### src/rtl/fifo_wr_ctrl.sv
// Write-side controller for a dual-clock FIFO.
// Runs in the write clock domain. It synchronizes the Gray read pointer,
// keeps the binary and Gray write pointers, and produces the memory write
// address plus full, almost-full, level and sticky overflow status.
module fifo_wr_ctrl #(
  parameter int ADDR_WIDTH     = 3,
  parameter int SYNC_STAGES    = 2,
  parameter int ALMOST_FULL_TH = 6
) (
  input  logic                  W_CLK,
  input  logic                  W_RST,
  input  logic                  W_INC,
  input  logic [ADDR_WIDTH:0]   RPTR_GRAY,
  input  logic                  OVF_CLR,
  output logic [ADDR_WIDTH-1:0] waddr,
  output logic [ADDR_WIDTH:0]   WPTR_GRAY,
  output logic                  W_FULL,
  output logic                  W_ALMOST_FULL,
  output logic [ADDR_WIDTH:0]   W_LEVEL,
  output logic                  W_OVF
);

  localparam int            PW    = ADDR_WIDTH + 1;
  localparam logic [PW-1:0] AF_TH = PW'(ALMOST_FULL_TH);

  logic [PW-1:0] sync_q [SYNC_STAGES];
  logic [PW-1:0] rq_gray;
  logic [PW-1:0] rq_bin;

  logic [PW-1:0] wbin_q,  wbin_d;
  logic [PW-1:0] wgray_q, wgray_d;
  logic          ovf_q,   ovf_d;

  logic          wr_en;
  logic [PW-1:0] wbin_inc;

  // Plain flop chain on the incoming Gray read pointer; nothing between stages.
  always_ff @(posedge W_CLK or posedge W_RST) begin
    if (W_RST) begin
      for (int i = 0; i < SYNC_STAGES; i++) sync_q[i] <= '0;
    end else begin
      sync_q[0] <= RPTR_GRAY;
      for (int i = 1; i < SYNC_STAGES; i++) sync_q[i] <= sync_q[i-1];
    end
  end

  assign rq_gray = sync_q[SYNC_STAGES-1];

  // Gray to binary: each binary bit is the XOR of all Gray bits at or above it.
  always_comb begin
    rq_bin = '0;
    for (int i = 0; i < PW; i++) rq_bin[i] = ^(rq_gray >> i);
  end

  // Full is a compare of registered values only, so it cannot glitch mid-cycle.
  assign W_FULL        = (wgray_q == {~rq_gray[PW-1:PW-2], rq_gray[PW-3:0]});
  assign wr_en         = W_INC & ~W_FULL;
  assign W_LEVEL       = wbin_q - rq_bin;
  assign W_ALMOST_FULL = (W_LEVEL >= AF_TH);

  // Next-state for pointers and sticky overflow; a new overflow beats a clear.
  always_comb begin
    wbin_inc = wbin_q + 1'b1;
    wbin_d   = wbin_q;
    wgray_d  = wgray_q;
    if (wr_en) begin
      wbin_d  = wbin_inc;
      wgray_d = wbin_inc ^ (wbin_inc >> 1);
    end
    ovf_d = (W_INC & W_FULL) | (ovf_q & ~OVF_CLR);
  end

  // Pointer and overflow registers.
  always_ff @(posedge W_CLK or posedge W_RST) begin
    if (W_RST) begin
      wbin_q  <= '0;
      wgray_q <= '0;
      ovf_q   <= 1'b0;
    end else begin
      wbin_q  <= wbin_d;
      wgray_q <= wgray_d;
      ovf_q   <= ovf_d;
    end
  end

  assign waddr     = wbin_q[ADDR_WIDTH-1:0];
  assign WPTR_GRAY = wgray_q;
  assign W_OVF     = ovf_q;

endmodule

### config.mk
export PLATFORM = sky130hd
export DESIGN_NAME = fifo_wr_ctrl
export DESIGN_NICKNAME = d
export VERILOG_FILES = /design/src/rtl/fifo_wr_ctrl.sv
export SDC_FILE = /design/constraint.sdc
export NUM_CORES = 1
export LEC_CHECK = 0
export CORE_MARGIN = 5
export CORE_UTILIZATION = 49
export DETAILED_ROUTE_END_ITERATION = 10
export GPL_TIMING_DRIVEN = 1
export PLACE_DENSITY = 0.82
export SETUP_SLACK_MARGIN = 0.05
export SKIP_LAST_GASP = 1
export SLEW_MARGIN = 20
export SYNTH_ARGS = -nofsm -noshare
export SYNTH_HDL_FRONTEND = slang
export SYNTH_SLANG_ARGS = --single-unit
### constraint.sdc
create_clock -name W_CLK -period 4.39 [get_ports W_CLK]
set_input_delay 0.878 -clock W_CLK [delete_from_list [all_inputs] [get_ports W_CLK]]
set_output_delay 0.878 -clock W_CLK [all_outputs]
set_load 0.02 [all_outputs]
==> impl_metrics.toml, run 1 <==
[status]
status = "complete, no violations"

[placement]
gp_congestion = 0.728
port_buffers = 21
detailed_place_hpwl_um = 1120
placed_cell_area_um2 = 1010

[floorplanning]
fp.dieW_um = 49.9
core-area_um2 = 1510
start_util_pct = 51.7
die_h_um = 49.9
dieArea_um2 = 2490
row_count = 14
io_pins = 22

[logic_synthesis]
avgSynthCellArea_um2 = 11.6
yosys_warnings = 0
synthCells = 67
synth-seq-cells = 16
synth_cell_type_count = 16
syn_nets = 80
synth_seq_area_share_pct = 51.4
netlist_area_um2 = 779

[setup_path]
slowest_delay_ns = 0.62
startpoint = "rq_gray[3]"
path_class = "register to primary output"
start_kind = "register"
crit_chain = "xnor2_1, xor2_1, xnor2_1, ha_1, inv_1, fa_1, xor2_1, nand2_1, o21ai_0, clkdlybuf4s50_1"
cp-end-kind = "primary output"
timing.rr.start = "WPTR_GRAY[3]"
required_ns = 3.51
crit_path_top_delay_cell = "clkdlybuf4s50_1"
worstPathArrival_ns = 3.01
crit_family = "XOR/XNOR gates"
worst-path-buf-inv = 2
crit_path_max_fanout = 3

[routing]
drc = 0
wl_um = 1360
via_per_inst = 4.78
vias = 516
drtPass1Iterations = 1
wl_per_cell_um = 12.6
drt_iter0_drc = 0
postRouteAntennaNets = 0

[grt]
grt_max_degree = 17
antenna_found_initial = 0
gr-total-overflow = 0
grt_pass1_vias = 537
gr-usage-all-layers_pct = 11.4
grt_pass1_wl_um = 2290

[final_layout]
fin_util_pct = 69.4
num-fill-cells = 117
fin_area_um2 = 1050
n_antenna_cell = 0
multi_input_area_um2 = 353
ff_latch_area_um2 = 400
area_growth_pct = 34.2
nets = 106
drive_above_1_share_pct = 6.52

[timing]
finalSetupViolations = 0
slew_viol_final = 0
hold_viol = 0
worstMarginPinSlew_ns = 0.608
fin_crit_sh_pct = 88.6
final.setup.tns_ns = 0
rsz0062_at_grt = "no"
slew_headroom_pct = 59.3
period_needed_ns = 3.89
fin_worst_skew_ns = 0.00191
fmax_mhz = 257

[cts]
ctsResizeCount = 0
numCtsBuffers = 3
post_cts_buffers = 0
tritoncts = "built"
ctsRootBufferMaster = "clkbuf_4"
clk_latency_ns = 0.27
path_clk_slew_ns = 0.09
clockBufferDepth = 2
h-tree-depth = 1
clock_sinks = 16
hold_buffers = 0

[flow_run]
maxCapViolations = 0

[power_and_ir_drop]
ir_drop_v = 0.000622
powerDensity_nw_per_um2 = 843
finalPower_mw = 0.882
p_leak_nw = 0.462

[worst_hold_path]
hold_path.class = "register to register"
holdCritStartpoint = "sync_q[6]"
[per-stage QoR]
step / worst slack [ns] / hold slack [ns] / instances
floorplan: 1.13 / 0.331 / 67
global placement: 0.866 / 0.333 / 104
detailed placement: 0.770 / 0.336 / 104
CTS: 0.464 / 0.356 / 108
global route: 0.335 / 0.375 / 108
finish: 0.499 / 0.356 / 108
[metal layers]
layer | vias to the layer above | track usage (%) | wire length, µm
li1 | 262 | - | -
met1 | 240 | 12.5 | 571
met2 | 14 | 21.8 | 704
met3 | 0 | 2.41 | 84
met4 | 0 | 2.62 | 0
met5 | - | 0 | 0
[logic make-up (layout without fill, tap and decap cells)]
kind of cell | count (synthesis) | count (layout) | share of synthesized area, %
adders and majority gates | 5 | 5 | 8.99
muxes | 1 | 1 | 1.93
buffers and inverters | 7 | 32 | 3.37
DFF | 16 | 16 | 51.4
AOI/OAI and AO/OA | 8 | 8 | 8.35
xor gates and xnor gates | 16 | 16 | 18.0
and+or+nand+nor | 14 | 14 | 8.03
[worst paths after layout]
check,end,slack [ns],depth (start not counted)
setup / recovery,W_ALMOST_FULL,0.50,10
hold / removal,rq_gray[2],0.36,0
setup reg to reg,wbin_q[1],2.65,3
hold reg to reg,rq_gray[2],0.36,0
max in group asynchronous,rq_gray[2],3.08,2
min in group asynchronous,W_OVF,0.94,2
[Yosys cell counts, drive strengths merged]
master	instances	area, µm²
a21boi	1	7.51
dfrtp	16	400
fa	1	20.0
ha	4	50.1
inv	7	26.3
mux2	1	15.0
nand2	7	26.3
nand3	1	5.00
nor2	3	11.3
nor2b	1	6.26
nor3b	1	7.51
nor4	1	6.26
o21ai	6	30.0
o41ai	1	27.5
xnor2	8	70.1
xor2	8	70.1
[power by group]
group | total [mW] | switching [mW] | leakage, nW | internal [mW]
sequential | 0.245 | 0.0570 | 0.191 | 0.188
combinational | 0.543 | 0.274 | 0.251 | 0.269
clock | 0.0943 | 0.0439 | 0.0210 | 0.0504
[state kept, by name (all words and copies together), names as in the netlist]
name       cells
WPTR_GRAY      4
W_OVF          1
rq_gray        4
sync_q         4
wbin_q         3
[layout make-up]
cell class,instances,share of cell area (%)
inverter,7,2.51
sequential,16,38.3
multi-input combinational,44,33.7
timing repair buffer,21,20.1
clock buffer,4,3.47
tap,16,1.91
[worst reg2reg max path: cells and delay by family (launching register included)]
family / cells / cell delay [ns]
compound gates: 1 / 0.61
flops: 1 / 0.45
mux: 1 / 0.35
xor+xnor: 1 / 0.23
[layout by cell type, fill, tap and decap left out]
cell type,n
clkdlybuf4s50_1,21
dfrtp_1,16
xnor2_1,8
xor2_1,8
inv_1,7
nand2_1,7
o21ai_0,6
ha_1,4
nor2_1,3
clkbuf_4,3
o41ai_4,1
mux2_4,1
nor2b_1,1
a21boi_0,1
nor3b_1,1
nor4_1,1
nand3_1,1
fa_1,1
clkbuf_8,1
Note: power is estimated with default switching activity, not from simulation.
==> run 2, diff against run 1 <==
==> constraint.sdc (replaced) <==
create_clock -name W_CLK -period 4.75 [get_ports W_CLK]
set_input_delay 0.95 -clock W_CLK [delete_from_list [all_inputs] [get_ports W_CLK]]
set_output_delay 0.95 -clock W_CLK [all_outputs]
set_load 0.02 [all_outputs]
==> run 2 against run 1 <==
Against the previous run: combinational power down 7.9%; cell area is the same; utilization did not move; clock power down 7.5%; first-iteration DRC count up 2; wire length shrank 3.5%; cell count unchanged; die area unchanged; critical path depth stayed put; via count up 3.3%; global-route usage increased by 0.71 points; register-to-register slack improved by 0.33 ns; highest routed layer is now met4.
==> impl_metrics.toml, run 2 (synthesized netlist as in run 1, its figures left out) <==
[status]
status = "complete, no violations"

[cts]
h-tree-depth = 1
hold_buffers = 0
path_clk_slew_ns = 0.08
tritoncts = "built"
clk_latency_ns = 0.28
clock_sinks = 16
clockBufferDepth = 2
numCtsBuffers = 3
post_cts_buffers = 0
ctsResizeCount = 0
ctsRootBufferMaster = "clkbuf_4"

[final_layout]
drive_above_1_share_pct = 6.52
final_cell_mix = "clkdlybuf4s50_1, dfrtp_1, xnor2_1, xor2_1"
fin_area_um2 = 1050
nets = 106
num-fill-cells = 121
fin_util_pct = 69.4
area_growth_pct = 34.2
n_antenna_cell = 0
stdcell_count = 108
layout_commonest_cell = "clkdlybuf4s50_1"
multi_input_area_um2 = 353
ff_latch_area_um2 = 400

[routing]
vias = 533
postRouteAntennaNets = 0
drc = 0
via_per_inst = 4.94
drt_iter0_drc = 2
drtPass1Iterations = 2
wl_per_cell_um = 12.2
wl_um = 1310

[timing]
setup_ws_ns = 0.803
fin_crit_sh_pct = 83.1
slew_headroom_pct = 57.7
period_needed_ns = 3.95
hold-worst-slack_ns = 0.354
hold_viol = 0
fmax_mhz = 253
fin_worst_skew_ns = 0.00551
final.setup.tns_ns = 0
rsz0062_at_grt = "no"
worstMarginPinSlew_ns = 0.633
finalSetupViolations = 0
slew_viol_final = 0

[placement]
port_buffers = 21
detailed_place_hpwl_um = 1130
placedCellCount = 104
post-place-ws_ns = 1.03
gp_congestion = 0.754
placed_cell_area_um2 = 1010

[grt]
grt_pass1_wl_um = 2280
grt_pass1_vias = 542
grt_max_degree = 17
gr-total-overflow = 0
antenna_found_initial = 0
gr-usage-all-layers_pct = 12.1

[power_and_ir_drop]
finalPower_mw = 0.811
powerDensity_nw_per_um2 = 776
p_leak_nw = 0.462
ir_drop_v = 0.000425

[floorplanning]
io_pins = 22
start_util_pct = 51.7
fp.dieW_um = 49.9
row_count = 14
dieArea_um2 = 2490
core-area_um2 = 1510
die_h_um = 49.9

[setup_path]
worstPathArrival_ns = 3.00
crit_path_max_fanout = 3
path_class = "register to primary output"
start_kind = "register"
cp-end-kind = "primary output"
required_ns = 3.80

[worst_hold_path]
hold_path.class = "register to register"

[flow_run]
maxCapViolations = 0
==> run 2: layer usage <==
layer / up-vias / track usage (%) / wire length [µm]
li1: 264 / - / -
met5: - / 0 / 0
met2: 16 / 21.8 / 708
met3: 2 / 2.11 / 80
met4: 0 / 7.86 / 19
met1: 251 / 12.6 / 504
==> run 2: path summary, 6_finish.rpt <==
kind | from | to | slack [ns] | depth (start not counted)
min reg2reg | sync_q[6] | rq_gray[2] | 0.35 | 0
max in group asynchronous | W_RST | WPTR_GRAY[1] | 3.38 | 2
min in group asynchronous | W_RST | WPTR_GRAY[3] | 1.00 | 2
max reg2reg | WPTR_GRAY[3] | wbin_q[1] | 2.98 | 3
max | rq_gray[3] | W_ALMOST_FULL | 0.80 | 10
min | sync_q[6] | rq_gray[2] | 0.35 | 0
==> run 2: worst max-delay path: stages, from the launching register on <==
cell             delay [ns]
dfrtp_1                0.41
xnor2_1                0.24
xor2_1                 0.35
xnor2_1                0.16
ha_1                   0.18
inv_1                  0.06
fa_1                   0.37
xor2_1                 0.17
nand2_1                0.07
o21ai_0                0.07
clkdlybuf4s50_1        0.62
==> run 2: power by group <==
group | switching (mW) | internal, mW
Clock | 0.0405 | 0.0466
Sequential | 0.0504 | 0.174
Combinational | 0.252 | 0.248
Total | 0.343 | 0.468
==> run 2: area by class of cell <==
type                    instances  share of cell area (%)
clock buffers                   4                    3.47
inverters                       7                    2.51
multi-input cells              44                    33.7
repair buffers                 21                    20.1
flip-flops and latches         16                    38.3
well taps                      16                    1.91
